File: src/rtl/gpgpu_launch_ctrl.sv
// Kernel launch sequencer: writes PC, three arguments and the launch word over the
// OBI configuration port, then polls the done register until completion or timeout.
module gpgpu_launch_ctrl #(
  parameter logic [31:0] BASE_ADDR      = 32'h0000_0000,
  parameter int unsigned POLL_INTERVAL  = 16,
  parameter int unsigned TIMEOUT_CYCLES = 0
) (
  input  logic        clk_i,
  input  logic        rst_ni,
  input  logic        start_i,
  input  logic [31:0] kernel_pc_i,
  input  logic [31:0] arg0_i,
  input  logic [31:0] arg1_i,
  input  logic [31:0] arg2_i,
  output logic        busy_o,
  output logic        done_o,
  output logic        error_o,
  output logic [31:0] status_o,
  output logic        conf_req_o,
  output logic        conf_we_o,
  output logic [3:0]  conf_be_o,
  output logic [31:0] conf_addr_o,
  output logic [31:0] conf_wdata_o,
  input  logic        conf_gnt_i,
  input  logic        conf_rvalid_i,
  input  logic [31:0] conf_rdata_i,
  output logic [2:0]  dbg_state_o
);

  // OBI handshake: a request (req with addr/we/wdata) is held stable until the cycle
  // gnt is seen high; its response is the first rvalid after that cycle, and no new
  // request is raised until that rvalid has been received.

  typedef enum logic [2:0] {
    IDLE      = 3'd0,
    WR_REQ    = 3'd1,
    WR_RSP    = 3'd2,
    POLL_WAIT = 3'd3,
    RD_REQ    = 3'd4,
    RD_RSP    = 3'd5,
    FINISH    = 3'd6
  } state_t;

  localparam logic [31:0] POLL_LAST = 32'(POLL_INTERVAL - 1);
  localparam logic [31:0] TO_LIMIT  = 32'(TIMEOUT_CYCLES);
  localparam logic        TO_EN     = (TIMEOUT_CYCLES != 0);
  localparam logic [31:0] DONE_OFS  = 32'h20;

  state_t      state_q, state_d;
  logic [2:0]  idx_q, idx_d;
  logic [31:0] pc_q, pc_d;
  logic [31:0] arg0_q, arg0_d;
  logic [31:0] arg1_q, arg1_d;
  logic [31:0] arg2_q, arg2_d;
  logic [31:0] status_q, status_d;
  logic [31:0] poll_q, poll_d;
  logic [31:0] to_q, to_d;
  logic        err_q, err_d;

  logic        timed_out;
  logic        polling;
  logic [31:0] wr_ofs;
  logic [31:0] wr_data;

  always_ff @(posedge clk_i or negedge rst_ni) begin
    if (!rst_ni) begin
      state_q  <= IDLE;
      idx_q    <= 3'd0;
      pc_q     <= 32'h0;
      arg0_q   <= 32'h0;
      arg1_q   <= 32'h0;
      arg2_q   <= 32'h0;
      status_q <= 32'h0;
      poll_q   <= 32'h0;
      to_q     <= 32'h0;
      err_q    <= 1'b0;
    end else begin
      state_q  <= state_d;
      idx_q    <= idx_d;
      pc_q     <= pc_d;
      arg0_q   <= arg0_d;
      arg1_q   <= arg1_d;
      arg2_q   <= arg2_d;
      status_q <= status_d;
      poll_q   <= poll_d;
      to_q     <= to_d;
      err_q    <= err_d;
    end
  end

  // Write payload selected by the write index.
  always_comb begin
    wr_ofs  = 32'h1C;
    wr_data = 32'h1;
    case (idx_q)
      3'd0: begin wr_ofs = 32'h0C; wr_data = pc_q;   end
      3'd1: begin wr_ofs = 32'h10; wr_data = arg0_q; end
      3'd2: begin wr_ofs = 32'h14; wr_data = arg1_q; end
      3'd3: begin wr_ofs = 32'h18; wr_data = arg2_q; end
      default: begin wr_ofs = 32'h1C; wr_data = 32'h1; end
    endcase
  end

  always_comb begin
    state_d  = state_q;
    idx_d    = idx_q;
    pc_d     = pc_q;
    arg0_d   = arg0_q;
    arg1_d   = arg1_q;
    arg2_d   = arg2_q;
    status_d = status_q;
    poll_d   = poll_q;
    to_d     = to_q;
    err_d    = err_q;

    polling   = (state_q == POLL_WAIT) || (state_q == RD_REQ) || (state_q == RD_RSP);
    timed_out = TO_EN && (to_q >= TO_LIMIT);

    // Timeout budget counter saturates at the limit instead of wrapping.
    if (TO_EN && polling && !timed_out) begin
      to_d = to_q + 32'd1;
    end

    case (state_q)
      IDLE: begin
        if (start_i) begin
          pc_d     = kernel_pc_i;
          arg0_d   = arg0_i;
          arg1_d   = arg1_i;
          arg2_d   = arg2_i;
          status_d = 32'h0;
          idx_d    = 3'd0;
          err_d    = 1'b0;
          state_d  = WR_REQ;
        end
      end
      WR_REQ: begin
        if (conf_gnt_i) state_d = WR_RSP;
      end
      WR_RSP: begin
        if (conf_rvalid_i) begin
          if (idx_q < 3'd4) begin
            idx_d   = idx_q + 3'd1;
            state_d = WR_REQ;
          end else begin
            poll_d  = 32'h0;
            to_d    = 32'h0;
            state_d = POLL_WAIT;
          end
        end
      end
      POLL_WAIT: begin
        if (timed_out) begin
          err_d   = 1'b1;
          state_d = FINISH;
        end else if (poll_q == POLL_LAST) begin
          state_d = RD_REQ;
        end else begin
          poll_d = poll_q + 32'd1;
        end
      end
      RD_REQ: begin
        if (conf_gnt_i) state_d = RD_RSP;
      end
      RD_RSP: begin
        if (conf_rvalid_i) begin
          status_d = conf_rdata_i;
          // A response reporting done takes priority over an expired budget.
          if (conf_rdata_i[0]) begin
            err_d   = 1'b0;
            state_d = FINISH;
          end else if (timed_out) begin
            err_d   = 1'b1;
            state_d = FINISH;
          end else begin
            poll_d  = 32'h0;
            state_d = POLL_WAIT;
          end
        end
      end
      FINISH: begin
        state_d = IDLE;
      end
      default: begin
        state_d = IDLE;
      end
    endcase
  end

  always_comb begin
    busy_o       = (state_q != IDLE) && (state_q != FINISH);
    done_o       = (state_q == FINISH) && !err_q;
    error_o      = (state_q == FINISH) && err_q;
    status_o     = status_q;
    conf_be_o    = 4'b1111;
    conf_req_o   = 1'b0;
    conf_we_o    = 1'b0;
    conf_addr_o  = 32'h0;
    conf_wdata_o = 32'h0;
    dbg_state_o  = state_q;
    if (state_q == WR_REQ) begin
      conf_req_o   = 1'b1;
      conf_we_o    = 1'b1;
      conf_addr_o  = BASE_ADDR + wr_ofs;
      conf_wdata_o = wr_data;
    end else if (state_q == RD_REQ) begin
      conf_req_o  = 1'b1;
      conf_addr_o = BASE_ADDR + DONE_OFS;
    end
  end

endmodule

File: config.mk
export PLATFORM = sky130hd
export DESIGN_NAME = gpgpu_launch_ctrl
export DESIGN_NICKNAME = d
export VERILOG_FILES = /design/src/rtl/gpgpu_launch_ctrl.sv
export SDC_FILE = /design/constraint.sdc
export NUM_CORES = 1
export LEC_CHECK = 0
export BUFFER_PORTS_ARGS = -buffer_cell sky130_fd_sc_hd__buf_2
export CORE_ASPECT_RATIO = 0.7
export CORE_MARGIN = 2
export CORE_UTILIZATION = 49
export CTS_BUF_LIST = sky130_fd_sc_hd__clkbuf_8
export CTS_CLUSTER_SIZE = 14
export DETAILED_ROUTE_END_ITERATION = 7
export GPL_ROUTABILITY_DRIVEN = 0
export PLACE_DENSITY = 0.79
export RECOVER_POWER = 50
export SYNTH_ARGS = -nofsm -noshare
export SYNTH_HDL_FRONTEND = slang
export SYNTH_SLANG_ARGS = --single-unit
File: constraint.sdc
create_clock -name clk_i -period 2.1 [get_ports clk_i]
set_input_delay 0.42 -clock clk_i [delete_from_list [all_inputs] [get_ports clk_i]]
set_output_delay 0.42 -clock clk_i [all_outputs]
set_load 0.01 [all_outputs]
# == Word-level counts from Yosys, hierarchy flattened ==
# Cells that the tools add are included.
# Widths: inputs -> output; s select.
# op_classes
n_addsub,2
order_cmp,1
n_eq_ne,22
muxes,34
reduce_logical,16
# ops
operator,n
$mux 32,8
$pmux 32 s4,1
$pmux 32 s3,1
$pmux 32 s2,1
$add 32x1->32 const B,1
$eq 32x4->1 const B,1
$mux 3,10
$ne 2x2->1 const B,10
$pmux 5 s4,1
$pmux 3 s6,1
$eq 3x2->1 const B,4
$mux 6,2
$reduce_and 6->1,2
$eq 3x3->1 const B,3
$reduce_and 4->1,2
$eq 3x1->1 const B,2
$logic_not 3->1,2
$mux 1,6
$pmux 3 s2,1
$reduce_bool 3->1,2
$reduce_bool 2->1,2
$add 3x1->3 const B,1
$logic_and 1x1->1,3
$lt 3x3->1 const B,1
other kinds (7),7
# totals
reg_bits,199
in_bits,165
out_inout_bits,108
word_cells,84

# == Longest topological paths before layout ==
# Gate-level depths: netlist of the first run.
# depth
word_depth,4
depth_mapped,8

# == Least setup slack after synthesis of the first run ==
# OpenSTA, ideal clock, no wires.
# synth_path
path_type,reg-to-output
from,"register state_q[0], in the netlist dbg_state_o[0]"
to,output port conf_wdata_o[10]
t_arrival_ps,2051
required_ps,1680
setup_slack_ps,-371
path_stages_with_launch,7
cell_sequence,dfrtp_1 clkbuf_1 clkbuf_8 nor3b_1 nand2_1 clkbuf_1 a21oi_1
# synth_via
elab_chain_cells,2
# synth_rtl
element,line,source
start: declaration,49,"state_t state_q, state_d;"
start signal: assignment,78,state_q <= state_d;
$eq 3x1->1,201,if (state_q == WR_REQ) begin
$mux 32,201,
end: declaration,23,"output logic [31:0] conf_wdata_o,"
# Every way passes these cells.

# == Worst setup path in the final report of the first run ==
# layout_path
from,register idx_q[1]
to,output port conf_wdata_o[8]
# layout_via
elab_chain_cells,3
word_cells_on_any_way,6
classes_between,eq/ne (3); mux (2); reduce/logical (1)
# layout_rtl
element,line,source
start: declaration,50,"logic [2:0] idx_q, idx_d;"
start signal: assignment,79,idx_q <= idx_d;
$eq 3x2->1 (tied with other cells),95,case (idx_q)
$pmux 32 s4 *,95,
$mux 32 *,201,
# Mark *: on every way between the ends. The rest lies on a longest branch, timed or not.

==> results of run 1 <==
## flip-flops by register name, summed over array words and instances, names as in the netlist
register	cells
arg0_q	32
arg1_q	32
arg2_q	32
pc_q	32
poll_q	32
status_o	32
dbg_state_o	3
idx_q	3
## how the worst min path moves through the flow
stage | end | cells after the start | slack (ns) | start
floorplan | arg0_q[0]$_DFFE_PN0P_ | 0 | 0.12 | rst_ni
global placement | arg0_q[25]$_DFFE_PN0P_ | 1 | 0.38 | rst_ni
detailed placement | arg0_q[25]$_DFFE_PN0P_ | 1 | 0.37 | rst_ni
CTS | pc_q[13]$_DFFE_PN0P_ | 2 | 0.13 | kernel_pc_i[13]
global route | pc_q[13]$_DFFE_PN0P_ | 2 | 0.12 | kernel_pc_i[13]
finish | pc_q[13]$_DFFE_PN0P_ | 2 | 0.16 | kernel_pc_i[13]
## cell families after synthesis
kind of cell,share of synthesized area
AOI/OAI and AO/OA,0.1373
and+or+nand+nor,0.1086
DFF,0.5244
muxes,0.1589
buffers and inverters,0.06198
adders and majority gates,0.007946
other,0.0007949
## critical path: cells and delay by family (launching register included)
kind,cells,cell delay [ns]
compound gates,2,0.24
fa+ha+maj,1,0.14
buf+inv,3,0.51
flops,1,0.44
simple gates,1,0.29
## where the power goes
part / internal [mW] / switching, mW / total [mW] / leakage [nW]
combinational: 3.53 / 3.54 / 7.07 / 2.79
clock: 1.05 / 1.54 / 2.59 / 0.211
sequential: 5.22 / 0.955 / 6.18 / 2.46
total: 9.80 / 6.04 / 15.8 / 5.46
## through the flow
| stage | total power [mW] | setup TNS (ns) |
|---|---|---|
| floorplan | 9.908 | -0.09649 |
| global placement | 11.86 | 0 |
| detailed placement | 12.12 | -0.02696 |
| CTS | 15.25 | -12.84 |
| global route | 16.77 | -18.04 |
| finish | 15.84 | -12.63 |
## final cells by class
cell class / instances / area [µm²]
clock buffer: 18 / 247.7
clock inverter: 14 / 175.2
fill: 1473 / 6694
inverter: 14 / 55.05
multi-input combinational: 582 / 4393
sequential: 198 / 4967
tap: 242 / 302.8
timing repair buffer: 324 / 2083
## layer usage
metal  vias up  global-route usage  wire length [µm]
li1       3606                   -                 -
met1      3907              0.3461             11540
met2       359              0.3798             11900
met3        43             0.06547              1964
met4         2             0.08066               584
met5         -                   0                 9
## what timing repair did
action,CTS,global route
hold buffers,1,0
pin swaps,4,24
setup buffers,17,6
resized for setup,36,65
endpoints found under the setup margin,45,140
hold endpoints to repair,36,0
cloned,3,3
## cell usage after synthesis (4+ instances only)
cell type | number | area share
o31a_1 | 4 | 0.0037
nand3_1 | 26 | 0.014
mux2_2 | 128 | 0.15
ha_1 | 6 | 0.0079
nor4_1 | 8 | 0.0053
a22oi_1 | 63 | 0.050
buf_4 | 33 | 0.026
mux2i_1 | 6 | 0.0064
nand4_1 | 9 | 0.0060
o31ai_1 | 7 | 0.0056
inv_1 | 14 | 0.0056
dfrtp_1 | 198 | 0.52
or4_2 | 4 | 0.0037
nand2_1 | 96 | 0.038
nor2_1 | 12 | 0.0048
o21ai_0 | 58 | 0.031
or3_1 | 11 | 0.0073
a21oi_1 | 54 | 0.029
nor2b_1 | 6 | 0.0040
nor3_1 | 7 | 0.0037
clkbuf_1 | 51 | 0.020
clkbuf_8 | 4 | 0.0058
==> results.toml, run 1 <==
[setup_path]
worstPathMaxFanout = 8
end_kind = "output pin"
cp_data_required_time_ns = 1.68
cpPeakStageDelay_ns = 0.44
cpMaxStageDelayCell = "dfrtp_1"
path_class = "flop to output pin"
r2r-start = "poll_q[18]$_DFFE_PN0P_"
crit_path_start = "idx_q[1]$_DFFE_PN0P_"
reg2reg_slack_ns = 0.05
worstSetupEndpoint = "conf_wdata_o[8]"
r2r_cells = 7
startpoint_type = "flop"
regToRegEndpoint = "poll_q[9]$_DFFE_PN0P_"
crit_path_cell_trace = "inv_2 > ha_4 > nor2b_4 > clkbuf_16 > a22oi_1 > a21oi_1 > buf_2"
arrival_ns = 2.10

[logic_synthesis]
syn_area_per_cell_um2 = 11.02
synth_edf_count = 0
ys_ff_latch = 198
synth_cell_types = 57
ys_seq_area_frac = 0.5244
synthCells = 857
synthArstFlopShare = 1.000
synth_area_mm2 = 0.009448
ys_warn_count = 0
synthFlopType = "dfrtp_1"

[place]
dp_hpwl_um = 17170
place_area_mm2 = 0.01118
port_buffers = 239
place_ws_ns = -0.01444
dp.cells = 1332

[sta]
max_freq_ghz = 0.3966
layout_setup_ws_ns = -0.4215
rsz0062_at_grt = "true"
fin_crit_sh = 1.201
hold_violations = 0
slew_violations = 0
setup_viol = 35
fin_hold_ws_ns = 0.1558
clock_skew_ns = 0.02013
fin_crit_ns = 2.521
max_slew_margin = 0.2867
max_slew.worst_pin.slew_ns = 1.070

[layout]
area_delta_synth_final_pct = 29.39
drive_gt1_frac = 0.4809
fin_area_mm2 = 0.01222
final_util = 0.6462
layout_common_cells = "buf_2 (216), dfrtp_1 (188), mux2_2 (128)"
instances_no_fill = 1392
final_nets = 1308
num_antenna_cells = 0
final_common_cell = "buf_2"

[route]
wl_per_cell_um = 18.68
routed_wl_um = 26000
first_pass_iters = 5
route.detailed.drc = 0
routed_via_density = 5.688
drtIter0Drc = 495
dr_total_vias = 7917
ant_nets = 0

[cts]
worstSkewPairLatency_ns = 0.48
cts.clk_slew.worst_paths_ns = 0.12
cts_made_buffers = 17
cts_tree = "built"
cts-root-buf = "clkbuf_8"
clock_sinks = 198
htreeDepth = 4
clk_path_buf_depth = 2

[floorplan]
die_y_um = 120.2
io-pin-count = 273
die-width_um = 170.0
initial_core_util = 0.4994
core_area_mm2 = 0.01892
rows = 42
die-area_mm2 = 0.02043

[min_path]
hold_class = "input port to flop"

[grt]
antenna_found_initial = 1
gr-total-overflow = 0
grt_max_degree = 65
grt_first_pass_wirelength_um = 39550
track_usage = 0.2479
grt_pass1_vias = 7705

[power_and_ir_drop]
power.density_mw_per_mm2 = 1296
leakagePower_nw = 5.465
peakVddDrop_v = 0.0007110

[outcome]
status = "finished, violations left"
failed_checks = "setup timing"

[run]
drv_cap = 0
(Power assumes the default switching activity.)
==> run 2: changes to the inputs <==
--- a/config.mk
+++ b/config.mk
@@ -7,7 +7,6 @@
 export LEC_CHECK = 0
 export BUFFER_PORTS_ARGS = -buffer_cell sky130_fd_sc_hd__buf_2
 export CORE_ASPECT_RATIO = 0.7
-export CORE_MARGIN = 2
 export CORE_UTILIZATION = 49
 export CTS_BUF_LIST = sky130_fd_sc_hd__clkbuf_8
 export CTS_CLUSTER_SIZE = 14
==> run 2 against run 1 <==
  * The run still ends with setup timing left
  * Wire length is 3.1% higher
  * Die area fell by 2.8%
  * Sequential share of layout area decreased by 1.2 points
  * Critical path type unchanged
  * Combinational power increased by 11%
  * Sequential cell count unchanged
  * Final area grew 3.1%
  * Global-route usage is essentially flat
  * Hold slack improved by 0.0045 ns
  * Clock skew is essentially flat
  * Final cell count increased by 1.1%
  * Via count rose by 0.68%
==> results.toml, run 2 (synthesis results as in run 1) <==
[route]
ant_nets = 0
routed_via_density = 5.665
dr_total_vias = 7971
wl_per_cell_um = 19.06
routed_wl_um = 26820
route.detailed.drc = 0
drtIter0Drc = 665
first_pass_iters = 5

[floorplan]
rows = 42
io-pin-count = 273
initial_core_util = 0.5008
die-area_mm2 = 0.01985
die-width_um = 168.0
core_area_mm2 = 0.01887
die_y_um = 118.2

[place]
dp.cells = 1335
dp_hpwl_um = 16710
port_buffers = 239
place_area_mm2 = 0.01119

[sta]
layout_setup_ws_ns = -0.4686
fin_crit_ns = 2.569
fin_hold_ws_ns = 0.1603
hold_violations = 0
max_slew_margin = 0.2391
max_slew.worst_pin.slew_ns = 1.141
rsz0062_at_grt = "true"
clock_skew_ns = 0.01993
max_freq_ghz = 0.3893
setup_viol = 35
slew_violations = 0
fin_crit_sh = 1.223

[setup_path]
cpPeakStageDelay_ns = 0.43
startpoint_type = "flop"
cp_data_required_time_ns = 1.68
end_kind = "output pin"
arrival_ns = 2.15
worstPathMaxFanout = 6
path_class = "flop to output pin"
cpMaxStageDelayCell = "dfrtp_1"
crit_path_cell_trace = "buf_4 > ha_2 > ha_4 > buf_12 > a221oi_2 > a21boi_1 > buf_2"

[layout]
final_nets = 1322
fin_area_mm2 = 0.01260
ff_latch_area_mm2 = 0.004969
multi_input_area_mm2 = 0.004519
final_common_cell = "buf_2"
drive_gt1_frac = 0.5095
area_delta_synth_final_pct = 33.36
fill_cells = 1383
instances_no_fill = 1407
layout_common_cells = "buf_2 (221), dfrtp_1 (187), mux2_2 (128)"

[cts]
cts_tree = "built"
cts-root-buf = "clkbuf_8"
cts.clk_slew.worst_paths_ns = 0.12
clock_sinks = 198
cts_made_buffers = 17
worstSkewPairLatency_ns = 0.48
clk_path_buf_depth = 2
htreeDepth = 4

[min_path]
hold_class = "input port to flop"

[outcome]
status = "finished, violations left"
failed_checks = "setup timing"

[grt]
grt_max_degree = 65
gr-total-overflow = 0
track_usage = 0.2475
grt_first_pass_wirelength_um = 38730
grt_pass1_vias = 7614
antenna_found_initial = 3

[run]
drv_cap = 0

[power_and_ir_drop]
leakagePower_nw = 5.619
power.density_mw_per_mm2 = 1315
peakVddDrop_v = 0.0006654
## run 2: changes by cell type in the layout (fill, tap and decap cells not counted), moves of 4 or more
cell and delta:
a22oi_1 -12, a22oi_2 +12, buf_2 +5, buf_6 +11, clkbuf_1 -5, clkbuf_16 +5, clkinv_8 +4, o21ai_0 -4
o21ai_1 +4
## run 2: critical path, delay by kind of cell, from the launching register on
kind	cells	cell delay, ns
buffers and inverters	3	0.48
flip-flops	1	0.43
adder cells (fa/ha/maj)	2	0.41
AO/OA/AOI/OAI	2	0.37
## run 2: metrics by stage
stage,util,setup TNS [ns],worst slack [ns],power [mW]
floorplan,-,-0.09649,-0.09649,9.908
global placement,0.5930,-0.03582,-0.02326,11.83
detailed placement,0.5930,-0.1110,-0.05928,12.07
CTS,0.6288,-10.76,-0.3567,15.14
global route,0.6679,-19.31,-0.5193,17.42
finish,0.6679,-12.64,-0.4686,16.57
## run 2: final cells by class
cell class,count,area share
clock buffer,17,0.01857
inverter,14,0.004568
tap,242,0.02403
multi-input combinational,582,0.3587
sequential,198,0.3943
clock inverter,15,0.01460
timing repair buffer,338,0.1850
antenna,1,0.0001986
## run 2: layer usage
metal / track usage / wire, µm
met1: 0.3435 / 11800
met2: 0.3719 / 12170
met3: 0.05459 / 1917
met4: 0.1135 / 906
met5: 0 / 22
## run 2: worst paths after layout
check / startpoint / end / slack, ns / cells after the start
setup reg to reg: poll_q[0]$_DFFE_PN0P_ / poll_q[24]$_DFFE_PN0P_ / 0.03 / 8
hold reg to reg: status_o[0]$_DFFE_PN0P_ / status_o[0]$_DFFE_PN0P_ / 0.49 / 2
setup / recovery: idx_q[0]$_DFFE_PN0P_ / conf_wdata_o[0] / -0.47 / 7
max in group asynchronous: rst_ni / poll_q[4]$_DFFE_PN0P_ / 0.17 / 3
min in group asynchronous: rst_ni / arg2_q[5]$_DFFE_PN0P_ / 0.67 / 2
hold / removal: arg1_i[13] / arg1_q[13]$_DFFE_PN0P_ / 0.16 / 2
## run 2: timing repair
action | 4_1_cts | 5_1_grt
hold buffers | 1 | 0
endpoints found under the hold margin | 40 | 0
setup endpoints to repair | 40 | 66
cloned | 2 | 11
setup buffers | 7 | 19
pin swaps | 4 | 42
gates resized for setup | 39 | 104
## run 2: where the power goes
part           switching (mW)  internal, mW
clock                    1.56         0.915
combinational            3.80          4.05
sequential               1.03          5.22
total                    6.39          10.2
